==> src/rtl/bin_to_bcd_seq.sv <==
// Sequential double-dabble converter: unsigned binary to packed BCD digits for the 7-segment decoders.
// One shift-add-3 iteration per clock. The result register holds its value between conversions.
module bin_to_bcd_seq #(
  parameter int BIN_W    = 10,
  parameter int DIGITS   = 4,
  parameter int BLANK_LZ = 0
) (
  input  logic                  clk,
  input  logic                  rst,
  input  logic                  start,
  input  logic [BIN_W-1:0]      bin,
  output logic                  busy,
  output logic                  done,
  output logic [4*DIGITS-1:0]   bcd
);

  // state | meaning
  // IDLE  | waiting for start; the cycle after DONE is also spent here with done=1, busy=1
  // SHIFT | one add-3/shift iteration per cycle, BIN_W iterations in total
  // DONE  | iterations finished; the next edge publishes scratch into bcd

  localparam int BCD_W = 4 * DIGITS;
  localparam int CNT_W = $clog2(BIN_W + 1);
  localparam int VW    = BIN_W + 4;
  localparam logic [BCD_W-1:0] RST_BCD = (BLANK_LZ != 0) ? ({BCD_W{1'b1}} << 4) : '0;

  function automatic int dec_digits_needed();
    logic [VW-1:0] v;
    int n;
    v = {4'b0000, {BIN_W{1'b1}}};
    n = 0;
    while (v != '0) begin
      v = v / VW'(10);
      n++;
    end
    return n;
  endfunction

  if (BIN_W < 1) begin : g_bad_bin_w
    $error("bin_to_bcd_seq: BIN_W must be at least 1");
  end
  if (DIGITS < dec_digits_needed()) begin : g_bad_digits
    $error("bin_to_bcd_seq: DIGITS too small to hold 2^BIN_W-1");
  end

  typedef enum logic [1:0] {IDLE, SHIFT, DONE} state_t;

  state_t             state;
  logic [BIN_W-1:0]   sr;
  logic [BCD_W-1:0]   scratch;
  logic [BCD_W-1:0]   adj;
  logic [BCD_W-1:0]   blanked;
  logic [CNT_W-1:0]   cnt;
  logic               lead;

  always_comb begin
    adj = scratch;
    for (int k = 0; k < DIGITS; k++) begin
      if (scratch[4*k +: 4] >= 4'd5) adj[4*k +: 4] = scratch[4*k +: 4] + 4'd3;
    end
  end

  // Units digit is never blanked, so the scan stops at digit 1.
  always_comb begin
    blanked = scratch;
    lead    = 1'b1;
    if (BLANK_LZ != 0) begin
      for (int k = DIGITS - 1; k >= 1; k--) begin
        if (lead && scratch[4*k +: 4] == 4'd0) blanked[4*k +: 4] = 4'hF;
        else lead = 1'b0;
      end
    end
  end

  always_ff @(posedge clk or posedge rst) begin
    if (rst) begin
      state   <= IDLE;
      busy    <= 1'b0;
      done    <= 1'b0;
      bcd     <= RST_BCD;
      sr      <= '0;
      scratch <= '0;
      cnt     <= '0;
    end else begin
      case (state)
        IDLE: begin
          done <= 1'b0;
          if (start) begin
            sr      <= bin;
            scratch <= '0;
            cnt     <= CNT_W'(BIN_W);
            busy    <= 1'b1;
            state   <= SHIFT;
          end else begin
            busy <= 1'b0;
          end
        end
        SHIFT: begin
          scratch <= {adj[BCD_W-2:0], sr[BIN_W-1]};
          sr      <= sr << 1;
          cnt     <= cnt - CNT_W'(1);
          if (cnt == CNT_W'(1)) state <= DONE;
        end
        DONE: begin
          bcd   <= blanked;
          done  <= 1'b1;
          state <= IDLE;
        end
        default: state <= IDLE;
      endcase
    end
  end

endmodule

==> config.mk <==
export PLATFORM = sky130hd
export DESIGN_NAME = bin_to_bcd_seq
export DESIGN_NICKNAME = d
export VERILOG_FILES = /design/src/rtl/bin_to_bcd_seq.sv
export SDC_FILE = /design/constraint.sdc
export NUM_CORES = 1
export LEC_CHECK = 0
export ABC_CLOCK_PERIOD_IN_PS = 1950
export CORE_UTILIZATION = 35
export DETAILED_ROUTE_END_ITERATION = 10
export GPL_TIMING_DRIVEN = 0
export PLACE_DENSITY = 0.68
export SLEW_MARGIN = 5
export SYNTH_ARGS = -nofsm -noshare
export SYNTH_HDL_FRONTEND = slang
export SYNTH_SLANG_ARGS = --single-unit
==> constraint.sdc <==
create_clock -name clk -period 1.95 [get_ports clk]
set_clock_uncertainty 0.1 [all_clocks]
set_input_delay 0.585 -clock clk [delete_from_list [all_inputs] [get_ports clk]]
set_output_delay 0.585 -clock clk [all_outputs]
set_load 0.005 [all_outputs]
==> qor.yml <==
cts.sinks: 50
grt_max_degree: 29
gp_congestion: 0.796
yosysWarnings: 0
io_pins: 31
root_buffer: "clkbuf_8"
worst_slew_pin_slew_ns: 0.488
power.total_mw: 4.27
wl_met2_um: 2100
syn-num-nets: 241
vias_per_cell: 4.96
slew_headroom: 0.674
cts_tree: "built"
cp_data_arrival_time_ns: 1.20
tns_ns: 0
cts_made_buffers: 5
synth_edf_count: 0
vdd_drop_max_v: 0.000569
antenna_cells: 0
ys_ff_latch: 50
wl_met3_um: 155
fin_nets: 280
synth.largest_area_cell: "dfrtp_1"
post_drt_wl_per_cell_um: 13.3
path_buf_inv: 1
initial_core_util: 0.372
firstDrtPassIters: 4
die_w_um: 82.4
hold_class: "reg -> reg"
fmax_mhz: 531
grt_pass1_wl_um: 7810
drive_above_1_share: 0.109
dieArea_mm2: 0.00680
synth_top_family_by_area: "simple AND/OR/NAND/NOR gates"
synth_commonest_cells: "dfrtp_1 (50), nand2_1 (44), o21ai_0 (24), inv_1 (11), ha_1 (10)"
via_count: 1651
grt_pass1_vias: 1628
top_layer: "met4"
startpoint_type: "flip-flop"
crit_chain: "clkdlybuf4s50_1"
overflow: 0
synth_top_area_frac: 0.552
rows: 28
ys_top_cells_by_area: "dfrtp_1 (55%), nand2_1 (7.3%), ha_1 (5.5%), o21ai_0 (5.3%), mux2_2 (4.0%)"
synthMuxAreaShare: 0.0575
dr.first_iter.drc_count: 54
drv_slew: 0
power_density_mw_per_mm2: 1540
cp_data_required_time_ns: 1.26
ys_seq_area_frac: 0.552
cp_max_fo: 2
min_period_ns: 1.88
ctsHoldBuffers: 0
cp-end-kind: "primary output"
clkTransAtPathRegs_ns: 0.09
critPathKind: "reg -> out"
drv_cap: 0
ant_nets: 0
synth_cell_types: 28
die_y_um: 82.4
grt_usage: 0.155
postLayoutCoreUtil: 0.457
status: "finished clean"
synth_area_mm2: 0.00226
antenna_found_initial: 0
fin_crit_sh: 0.966
hpwl_um: 3230
syn2layout_area_growth_pct: 22.9
synthArstFlopShare: 1.00
syn_area_per_cell_um2: 10.4
drc: 0
wl_um: 4440
cts_buffer_depth: 2
wirelength_met1_um: 2140
core-area_mm2: 0.00610
synth_flop_cell: "dfrtp_1"
synthAdderAreaFrac: 0.0552
synth_compound_area_frac: 0.135
cp_top_family: "buffers and inverters"
crit_path_max_incr_delay_ns: 0.51
htree_num_levels: 2
hold_viol: 0
synthXorXnorAreaFrac: 0.0193
slowest_stage: "clkdlybuf4s50_1"
syn_inst: 218
setup_viol: 0
clk_latency_ns: 0.30
p_leak_nw: 1.30
io_buffers: 30
synth_most_common_cell: "dfrtp_1"
yosys.area_share.simple: 0.139
-- cell usage in the layout (no fill, tap or decap), types with 6 or more instances in the layout --
master,n
clkbuf_8,6
ha_1,10
buf_2,6
a22oi_1,8
a21oi_1,6
o21ai_0,24
dfrtp_1,50
inv_1,10
clkdlybuf4s50_1,30
nand2b_1,6
mux2_2,8
nand2_1,44
-- worst paths after layout --
check	startpoint	endpoint	slack (ns)	cells past startpoint
worst max-delay path	done	done	0.07	1
worst min-delay path	bcd[1]	bcd[1]	0.38	2
worst max register to register	blanked[0]	blanked[2]	0.26	6
worst min register to register	bcd[1]	bcd[1]	0.38	2
max in group asynchronous	rst	bcd[6]	0.72	3
min in group asynchronous	rst	bcd[15]	0.51	2
-- state kept, by name (all words and copies together) (netlist names) --
| signal | flops |
|---|---|
| busy | 1 |
| state | 2 |
| blanked | 16 |
| done | 1 |
| sr | 10 |
| cnt | 4 |
| bcd | 16 |
-- final cells by class --
type,instances,area [um2]
buffer,10,52.6
clock buffer,7,86.3
clock inverter,1,5.00
fill,611,3310
inverter,11,41.3
multi-input combinational,147,926
sequential,50,1250
tap,75,93.8
timing repair buffer,32,328
-- routing by layer --
layer / global-route usage / vias up
met5: 0 / -
met2: 0.256 / 26
li1: - / 822
met4: 0.0368 / 0
met3: 0.0341 / 6
met1: 0.205 / 797
-- power breakdown --
group | switching, mW | total (mW) | internal, mW
Clock | 0.327 | 0.614 | 0.287
Sequential | 0.316 | 1.79 | 1.48
Combinational | 0.947 | 1.87 | 0.920
-- kinds of logic (layout without fill, tap and decap cells) --
family | Yosys count | after routing
DFF | 50 | 50
muxes | 12 | 12
and+or+nand+nor | 69 | 69
AOI/OAI and AO/OA | 51 | 51
buffers and inverters | 21 | 61
adders and majority gates | 10 | 10
xor gates and xnor gates | 5 | 5
-- repair_timing --
| action | CTS | global route |
|---|---|---|
| gates resized for setup | 0 | 1 |
| setup endpoints to repair | 0 | 21 |
| endpoints found under the hold margin | 0 | 0 |
| setup buffers | 0 | 1 |
-- stage by stage --
step / hold WS [ns] / cells / instance area, um2 / worst slack, ns
after CTS: 0.389 / 332 / 2770 / 0.0232
final: 0.384 / 333 / 2780 / 0.0661
after global routing: 0.408 / 333 / 2780 / -0.00639
after floorplan: 0.346 / 218 / 2260 / 0.0638
after global placement: 0.362 / 323 / 2660 / -0.908
after detailed placement: 0.368 / 324 / 2680 / -0.303
Power figures use the tool's default switching activity.
